File: src/rtl/result_unloader_if.sv
// Host-side bundle of the result unloader: capture strobe plus the four array
// results going in, and the byte stream with status flags coming out.
interface result_unloader_if #(
  parameter int DATA_W = 8
);
  logic              capture;
  logic [DATA_W-1:0] c00;
  logic [DATA_W-1:0] c01;
  logic [DATA_W-1:0] c10;
  logic [DATA_W-1:0] c11;
  logic [DATA_W-1:0] out_data;
  logic              out_valid;
  logic              out_last;
  logic              out_ready;
  logic              busy;
  logic              overrun;
  logic              clear_overrun;

  // Feeder/host side: drives captures and the ready handshake.
  modport master (
    output capture, c00, c01, c10, c11, out_ready, clear_overrun,
    input  out_data, out_valid, out_last, busy, overrun
  );

  // Unloader side.
  modport slave (
    input  capture, c00, c01, c10, c11, out_ready, clear_overrun,
    output out_data, out_valid, out_last, busy, overrun
  );
endinterface

File: src/rtl/result_unloader.sv
// Double-buffered result unloader: captures a 2x2 result set in one cycle and
// streams it out one byte per accepted transfer, with one pending set held
// behind the active one so the array can restart while the host still reads.
module result_unloader #(
  parameter int DATA_W = 8
) (
  input  logic             clk,
  input  logic             rst_n,
  result_unloader_if.slave bus
);

  typedef enum logic {
    S_IDLE  = 1'b0,
    S_DRAIN = 1'b1
  } state_e;

  // Element 0 is c00 and is streamed first; element 3 is c11 and is last.
  typedef logic [3:0][DATA_W-1:0] set_t;

  state_e            state_q, state_d;
  logic [1:0]        idx_q, idx_d;
  logic              pend_q, pend_d;
  logic              overrun_q, overrun_d;
  logic [DATA_W-1:0] out_data_q, out_data_d;
  logic              out_last_q, out_last_d;
  set_t              a_q, a_d;
  set_t              p_q, p_d;
  set_t              cap_set;
  logic              xfer;
  logic              last_xfer;
  logic              drop;

  assign cap_set   = {bus.c11, bus.c10, bus.c01, bus.c00};
  assign xfer      = (state_q == S_DRAIN) && bus.out_ready;
  assign last_xfer = xfer && (idx_q == 2'd3);

  // Next-state: buffer movement, drain index and drop detection.
  always_comb begin
    // NOTE: every variable gets a default first so no path leaves it unassigned
    // and no latch is inferred.
    state_d = state_q;
    idx_d   = idx_q;
    pend_d  = pend_q;
    a_d     = a_q;
    p_d     = p_q;
    drop    = 1'b0;

    unique case (state_q)
      S_IDLE: begin
        if (bus.capture) begin
          a_d     = cap_set;
          idx_d   = 2'd0;
          state_d = S_DRAIN;
        end
      end
      S_DRAIN: begin
        if (last_xfer) begin
          idx_d = 2'd0;
          if (bus.capture) begin
            // Last byte leaves while a new set arrives: no bubble, no overrun.
            if (pend_q) begin
              a_d = p_q;
              p_d = cap_set;
            end else begin
              a_d = cap_set;
            end
          end else if (pend_q) begin
            a_d    = p_q;
            pend_d = 1'b0;
          end else begin
            state_d = S_IDLE;
          end
        end else begin
          if (xfer) begin
            idx_d = idx_q + 2'd1;
          end
          if (bus.capture) begin
            if (!pend_q) begin
              p_d    = cap_set;
              pend_d = 1'b1;
            end else begin
              drop = 1'b1;
            end
          end
        end
      end
      default: state_d = S_IDLE;
    endcase
  end

  // Registered output byte and flags, derived from the next buffer position.
  always_comb begin
    out_data_d = (state_d == S_DRAIN) ? a_d[idx_d] : '0;
    out_last_d = (state_d == S_DRAIN) && (idx_d == 2'd3);
    // A drop in the same cycle as a clear keeps the flag set.
    overrun_d  = drop ? 1'b1 : (bus.clear_overrun ? 1'b0 : overrun_q);
  end

  // Control FSM and registered outputs.
  always_ff @(posedge clk or negedge rst_n) begin
    if (!rst_n) begin
      state_q    <= S_IDLE;
      idx_q      <= 2'd0;
      pend_q     <= 1'b0;
      overrun_q  <= 1'b0;
      out_data_q <= '0;
      out_last_q <= 1'b0;
    end else begin
      // NOTE: sequential state uses non-blocking assignments so every register
      // samples its pre-edge value regardless of statement order.
      state_q    <= state_d;
      idx_q      <= idx_d;
      pend_q     <= pend_d;
      overrun_q  <= overrun_d;
      out_data_q <= out_data_d;
      out_last_q <= out_last_d;
    end
  end

  // Result buffers.
  always_ff @(posedge clk) begin
    // NOTE: the buffers carry no reset; their contents are only observable
    // through the reset-cleared state and out_data registers.
    a_q <= a_d;
    p_q <= p_d;
  end

  assign bus.out_data  = out_data_q;
  assign bus.out_valid = (state_q == S_DRAIN);
  assign bus.out_last  = out_last_q;
  assign bus.busy      = (state_q == S_DRAIN) || pend_q;
  assign bus.overrun   = overrun_q;

endmodule

File: src/flat_wrapper.sv
// flat-port wrapper written by rule: the top's interface ports become plain ports
module result_unloader_flat 
#(
  parameter int DATA_W = 8
)
  (clk, rst_n, bus_capture, bus_c00, bus_c01, bus_c10, bus_c11, bus_out_ready, bus_clear_overrun, bus_out_data, bus_out_valid, bus_out_last, bus_busy, bus_overrun);
  result_unloader_if #(.DATA_W(DATA_W)) bus_i ();
  input  logic clk;
  input  logic rst_n;
  input wire logic [$bits(bus_i.capture)-1:0] bus_capture;
  input wire logic [$bits(bus_i.c00)-1:0] bus_c00;
  input wire logic [$bits(bus_i.c01)-1:0] bus_c01;
  input wire logic [$bits(bus_i.c10)-1:0] bus_c10;
  input wire logic [$bits(bus_i.c11)-1:0] bus_c11;
  input wire logic [$bits(bus_i.out_ready)-1:0] bus_out_ready;
  input wire logic [$bits(bus_i.clear_overrun)-1:0] bus_clear_overrun;
  output wire logic [$bits(bus_i.out_data)-1:0] bus_out_data;
  output wire logic [$bits(bus_i.out_valid)-1:0] bus_out_valid;
  output wire logic [$bits(bus_i.out_last)-1:0] bus_out_last;
  output wire logic [$bits(bus_i.busy)-1:0] bus_busy;
  output wire logic [$bits(bus_i.overrun)-1:0] bus_overrun;
  assign bus_i.capture = bus_capture;
  assign bus_i.c00 = bus_c00;
  assign bus_i.c01 = bus_c01;
  assign bus_i.c10 = bus_c10;
  assign bus_i.c11 = bus_c11;
  assign bus_i.out_ready = bus_out_ready;
  assign bus_i.clear_overrun = bus_clear_overrun;
  assign bus_out_data = bus_i.out_data;
  assign bus_out_valid = bus_i.out_valid;
  assign bus_out_last = bus_i.out_last;
  assign bus_busy = bus_i.busy;
  assign bus_overrun = bus_i.overrun;
  result_unloader #(.DATA_W(DATA_W)) u_core (.clk(clk), .rst_n(rst_n), .bus(bus_i));
endmodule
File: config.mk
export PLATFORM = sky130hd
export DESIGN_NAME = result_unloader_flat
export DESIGN_NICKNAME = d
export VERILOG_FILES = /design/src/rtl/result_unloader_if.sv /design/src/rtl/result_unloader.sv /design/src/flat_wrapper.sv
export SDC_FILE = /design/constraint.sdc
export NUM_CORES = 1
export LEC_CHECK = 0
export CORE_MARGIN = 2
export CORE_UTILIZATION = 56
export CTS_CLUSTER_DIAMETER = 30
export DETAILED_ROUTE_END_ITERATION = 10
export GPL_ROUTABILITY_DRIVEN = 0
export MAX_ROUTING_LAYER = met4
export PLACE_DENSITY = 0.86
export SYNTH_ARGS = -nofsm -noshare
export SYNTH_HDL_FRONTEND = slang
export SYNTH_SLANG_ARGS = --single-unit
File: constraint.sdc
create_clock -name clk -period 3.84 [get_ports clk]
set_input_delay 0.768 -clock clk [delete_from_list [all_inputs] [get_ports clk]]
set_output_delay 0.768 -clock clk [all_outputs]
set_load 0.1 [all_outputs]
==> results of run 1 <==
-- sequential cells by signal, summed over array words and instances (netlist names) --
signal,count
u_core.bus.out_last,1
u_core.bus.overrun,1
u_core.bus.out_data,8
u_core.bus.out_valid,1
u_core.idx_q,2
u_core.p_q,32
u_core.a_q,32
u_core.pend_q,1
-- metal layers --
layer	share of wire (%)	vias up	global-route usage [%]
met5	0	-	-
met3	5.0	10	3.11
met4	1.5	0	8.54
met2	49	88	36.2
met1	45	1377	31.7
li1	-	1322	-
-- layout make-up --
type | count | share of cell area (%)
Inverter | 7 | 0.565
Multi-Input combinational cell | 210 | 39.5
Tap cell | 96 | 2.58
Sequential cell | 78 | 42.0
Timing Repair Buffer | 58 | 11.7
Clock buffer | 11 | 3.04
Clock inverter | 5 | 0.538
-- per-stage QoR --
| stage | power [uW] | utilization (%) | setup WS, ps | cells | cell area, um2 |
|---|---|---|---|---|---|
| floorplan | 2400 | - | 349 | 319 | 3970 |
| global placement | 2670 | 65.6 | 940 | 449 | 4480 |
| detailed placement | 2720 | 65.6 | 860 | 449 | 4480 |
| CTS | 3260 | 68.1 | 1170 | 465 | 4650 |
| global route | 3410 | 68.1 | 1010 | 465 | 4650 |
| finish | 3250 | 68.1 | 1180 | 465 | 4650 |
-- final timing paths --
path	start	to	slack [ps]	cells after the start
min	u_core.a_q[30]	u_core.a_q[30]	490	1
min reg2reg	u_core.a_q[30]	u_core.a_q[30]	490	1
max in group asynchronous	rst_n	u_core.pend_q	2500	1
min in group asynchronous	rst_n	u_core.pend_q	840	1
max	u_core.pend_q	bus_busy	1180	3
max reg2reg	u_core.pend_q	u_core.bus.out_data[7]	1340	6
-- logic make-up (layout without fill, tap and decap cells) --
| logic type | after synthesis | after routing | share of synthesized area (%) |
|---|---|---|---|
| DFF | 78 | 78 | 49.2 |
| AOI/OAI and AO/OA | 68 | 68 | 12.9 |
| muxes | 110 | 110 | 29.2 |
| adders and majority gates | 1 | 1 | 0.315 |
| and+or+nand+nor | 31 | 31 | 3.66 |
| buffers and inverters | 31 | 81 | 4.73 |
-- power groups by stage --
stage                     logic [uW]  registers [uW]  clock network [uW]
after detailed placement        1360            1350                   0
after floorplan                  787            1620                   0
after global placement          1320            1350                   0
after global routing            1460            1370                 581
after CTS                       1370            1340                 546
final                           1370            1350                 538
-- cells in the mapped netlist, types with 4 or more instances --
library cell | count | area (um2)
buf_4 | 9 | 67.6
mux2_1 | 33 | 372
edfxtp_1 | 32 | 961
nand2b_1 | 4 | 25.0
dfxtp_1 | 32 | 641
nand2_1 | 5 | 18.8
a221o_1 | 15 | 150
dfrtp_1 | 14 | 350
buf_6 | 4 | 45.0
mux2_2 | 14 | 158
buf_2 | 6 | 30.0
o22ai_1 | 24 | 150
nor2_1 | 15 | 56.3
a21o_1 | 15 | 113
inv_1 | 5 | 18.8
mux2i_1 | 63 | 631
-- worst max-delay path: cells and delay by family, from the launching register on --
kind / cells / cell delay, ps
simple gates: 1 / 180
flops: 1 / 630
buf+inv: 2 / 730
==> flow_metrics.env, run 1 <==
export IMPL_outcome="finished, final reports clean"
export IMPL_synth_area_um2=3970
export IMPL_switchingPower_uw=1250
export IMPL_finalSetupViolCount=0
export IMPL_ys_seq_area_share_pct=49.2
export IMPL_cts_max_level=3
export IMPL_grtUsageTotal_pct=23.4
export IMPL_critPathLaunchType="register"
export IMPL_ios=49
export IMPL_cts_resized=0
export IMPL_antenna_found_initial=0
export IMPL_required_ps=3070
export IMPL_hold_class="register to register"
export IMPL_sw_frac_of_total_pct=38.4
export IMPL_finalCritPeriodShare_pct=69.4
export IMPL_p_clk_share_pct=16.5
export IMPL_p_int_uw=2000
export IMPL_num_rows=30
export IMPL_fill_cells=519
export IMPL_multi_input_area_um2=1840
export IMPL_clock_sinks=78
export IMPL_cts_made_buffers=9
export IMPL_worstSetupEndpointType="primary output"
export IMPL_max_stage_delay_ps=630
export IMPL_n_antenna_cell=0
export IMPL_num_vias=2797
export IMPL_syn_avg_cell_area_um2=12.4
export IMPL_die_h_um=88.2
export IMPL_vdd_drop_max_v=0.000424
export IMPL_p_comb_share_pct=42.0
export IMPL_critPathSlowestCell="dfrtp_2"
export IMPL_ys_ff_latch=78
export IMPL_syn_num_nets=357
export IMPL_drv_cap=0
export IMPL_syn_inst=319
export IMPL_crit_top_cell="buf_4"
export IMPL_dr_first_iter_drc_count=145
export IMPL_cp_cell_sequence="buf_4 -> or2_2 -> buf_4"
export IMPL_layout_common_cells="mux2i_1, clkdlybuf4s50_1, mux2_1, dfxtp_1, edfxtp_1"
export IMPL_seqPwrFrac_pct=41.4
export IMPL_clk_latency_ps=350
export IMPL_via_per_inst=6.02
export IMPL_core_area_um2=6830
export IMPL_grt_setup_unrepaired="no"
export IMPL_seqCellArea_um2=1950
export IMPL_drcViolationCount=0
export IMPL_clockRootBuffer="clkbuf_8"
export IMPL_powerDensity_nw_per_um2=699
export IMPL_grt_start_max_net_pins=43
export IMPL_critPathKind="register to primary output"
export IMPL_portBuffers=48
export IMPL_yosysUniqueCellTypes=35
export IMPL_die_area_um2=7780
export IMPL_dr_pass1_iters=4
export IMPL_nets=402
export IMPL_fin_skew_ps=8.12
export IMPL_worstPathArrival_ps=1900
export IMPL_grt_pass1_vias=2753
export IMPL_drv_slew=0
export IMPL_min_period_ps=2660
export IMPL_max_slew_margin_rel_pct=34.3
export IMPL_wl_per_cell_um=17.9
export IMPL_holdBufCountCts=0
export IMPL_synth_edf_count=32
export IMPL_worstPathMaxFanout=25
export IMPL_synth_flop_cell="edfxtp_1"
export IMPL_grt_pass1_wl_mm=13.5
export IMPL_finalSetupTns_ps=0
export IMPL_drive_above_1_share_pct=12.5
export IMPL_start_util_pct=58.1
export IMPL_routed_wl_mm=8.32
export IMPL_hpwl_mm=5.53
export IMPL_overflow=0
export IMPL_synthArstFlopShare_pct=17.9
export IMPL_clock_path_buffers=2
export IMPL_final_antenna_net_count=0
export IMPL_cts_setup_buffers=0
export IMPL_cts_tree="built"
export IMPL_area_delta_synth_final_pct=17.1
export IMPL_hold_viol=0
export IMPL_p_leak_uw=0.00209
export IMPL_layout_commonest_cell="mux2i_1"
export IMPL_hold_ws_ps=487
export IMPL_worst_pin_slew_ps=982
export IMPL_die_x_um=88.2
export IMPL_clkSlewWorstSetupHoldPaths_ps=80
export IMPL_clock_fmax_mhz=375
export IMPL_yosysWarnings=0
Note: power is estimated with default switching activity, not from simulation.
==> run 2: changes to the inputs <==
clock period = 2.7 ns   (was 3.84 ns; I/O delays follow)
==> run 2 against run 1 <==
  * Sequential power increased by 42%
  * Critical path depth unchanged
  * Flip-flop and latch count unchanged
  * Critical path type unchanged
==> flow_metrics.env, run 2 (synthesized netlist as in run 1, its figures left out) <==
export IMPL_clock_sinks=78
export IMPL_antenna_found_initial=0
export IMPL_holdBufCountCts=0
export IMPL_die_h_um=88.2
export IMPL_cts_setup_buffers=0
export IMPL_drv_cap=0
export IMPL_hpwl_mm=5.90
export IMPL_critPathKind="register to primary output"
export IMPL_clock_path_buffers=2
export IMPL_overflow=0
export IMPL_dr_pass1_iters=4
export IMPL_cts_made_buffers=9
export IMPL_grt_pass1_wl_mm=14.3
export IMPL_num_rows=30
export IMPL_routed_wl_mm=8.83
export IMPL_worstPathArrival_ps=1710
export IMPL_outcome="finished, final reports clean"
export IMPL_multi_input_area_um2=1840
export IMPL_ios=49
export IMPL_cts_resized=0
export IMPL_hold_viol=0
export IMPL_worst_pin_slew_ps=667
export IMPL_via_per_inst=6.11
export IMPL_die_area_um2=7780
export IMPL_utilization_pct=68.4
export IMPL_fill_cells=529
export IMPL_clkSlewWorstSetupHoldPaths_ps=80
export IMPL_dr_first_iter_drc_count=177
export IMPL_wl_per_cell_um=18.9
export IMPL_cts_max_level=3
export IMPL_vdd_drop_max_v=0.000690
export IMPL_die_x_um=88.2
export IMPL_clockRootBuffer="clkbuf_8"
export IMPL_clock_fmax_mhz=445
export IMPL_finalSetupViolCount=0
export IMPL_grt_start_max_net_pins=34
export IMPL_placed_cell_area_um2=4510
export IMPL_p_leak_uw=0.00213
export IMPL_hold_class="register to register"
export IMPL_n_antenna_cell=0
export IMPL_seqCellArea_um2=1950
export IMPL_drcViolationCount=0
export IMPL_num_vias=2860
export IMPL_cts_tree="built"
export IMPL_fin_skew_ps=7.83
export IMPL_worstPathMaxFanout=15
export IMPL_finalSetupTns_ps=0
export IMPL_area_delta_synth_final_pct=17.6
export IMPL_grtUsageTotal_pct=24.9
export IMPL_portBuffers=48
export IMPL_worstSetupEndpointType="primary output"
export IMPL_critPathLaunchType="register"
export IMPL_grt_pass1_vias=2906
export IMPL_min_period_ps=2250
export IMPL_required_ps=2160
export IMPL_drv_slew=0
export IMPL_clk_latency_ps=350
export IMPL_finalCritPeriodShare_pct=83.2
export IMPL_nets=405
export IMPL_layout_commonest_cell="mux2i_1"
export IMPL_powerDensity_nw_per_um2=995
export IMPL_core_area_um2=6830
export IMPL_fin_area_um2=4670
export IMPL_final_antenna_net_count=0
export IMPL_layout_common_cells="mux2i_1, clkdlybuf4s50_1, mux2_1, dfxtp_1, edfxtp_1"
export IMPL_drive_above_1_share_pct=15.9
export IMPL_start_util_pct=58.1
export IMPL_max_slew_margin_rel_pct=55.4
export IMPL_grt_setup_unrepaired="no"
-- run 2: critical path, stage by stage (launching register included) --
cell and delay [ps]:
dfrtp_2 570, buf_4 290, or2_2 320, buf_12 170
-- run 2: worst paths after layout --
kind                       cells after the start  slack [ps]                     end            start
min                                            1         490          u_core.a_q[30]   u_core.a_q[30]
max in group asynchronous                      1        1640           u_core.pend_q            rst_n
max reg2reg                                    7         690  u_core.bus.out_data[7]  u_core.idx_q[0]
max                                            3         450                bus_busy    u_core.pend_q
min in group asynchronous                      1         600     u_core.bus.out_last            rst_n
min reg2reg                                    1         490          u_core.a_q[30]   u_core.a_q[30]
-- run 2: cell type report --
type | instances | share of cell area [%]
clock inverter | 5 | 0.563
multi-input combinational | 210 | 39.5
sequential | 78 | 41.8
clock buffer | 11 | 2.81
tap | 96 | 2.57
timing repair buffer | 61 | 12.2
inverter | 7 | 0.563
-- run 2: through the flow --
step | hold WS [ps] | std cells | total power, uW | setup slack [ps]
2_1_floorplan | 244 | 319 | 3420 | 120
3_3_place_gp | 456 | 452 | 3800 | 257
3_5_place_dp | 468 | 452 | 3900 | 204
4_1_cts | 483 | 468 | 4650 | 466
5_1_grt | 504 | 468 | 4880 | 409
6_report | 488 | 468 | 4650 | 455
-- run 2: metal layers --
metal / up-vias / global-route usage, % / routed length, um
met5: - / - / 0
met4: 0 / 11.3 / 207
met3: 18 / 3.49 / 486
met2: 88 / 40.3 / 4420
met1: 1436 / 31.0 / 3720
li1: 1318 / - / -
-- run 2: where the power goes --
part	internal, uW	switching [uW]
registers	1700	228
logic	800	1190
clock network	327	411
total	2820	1820
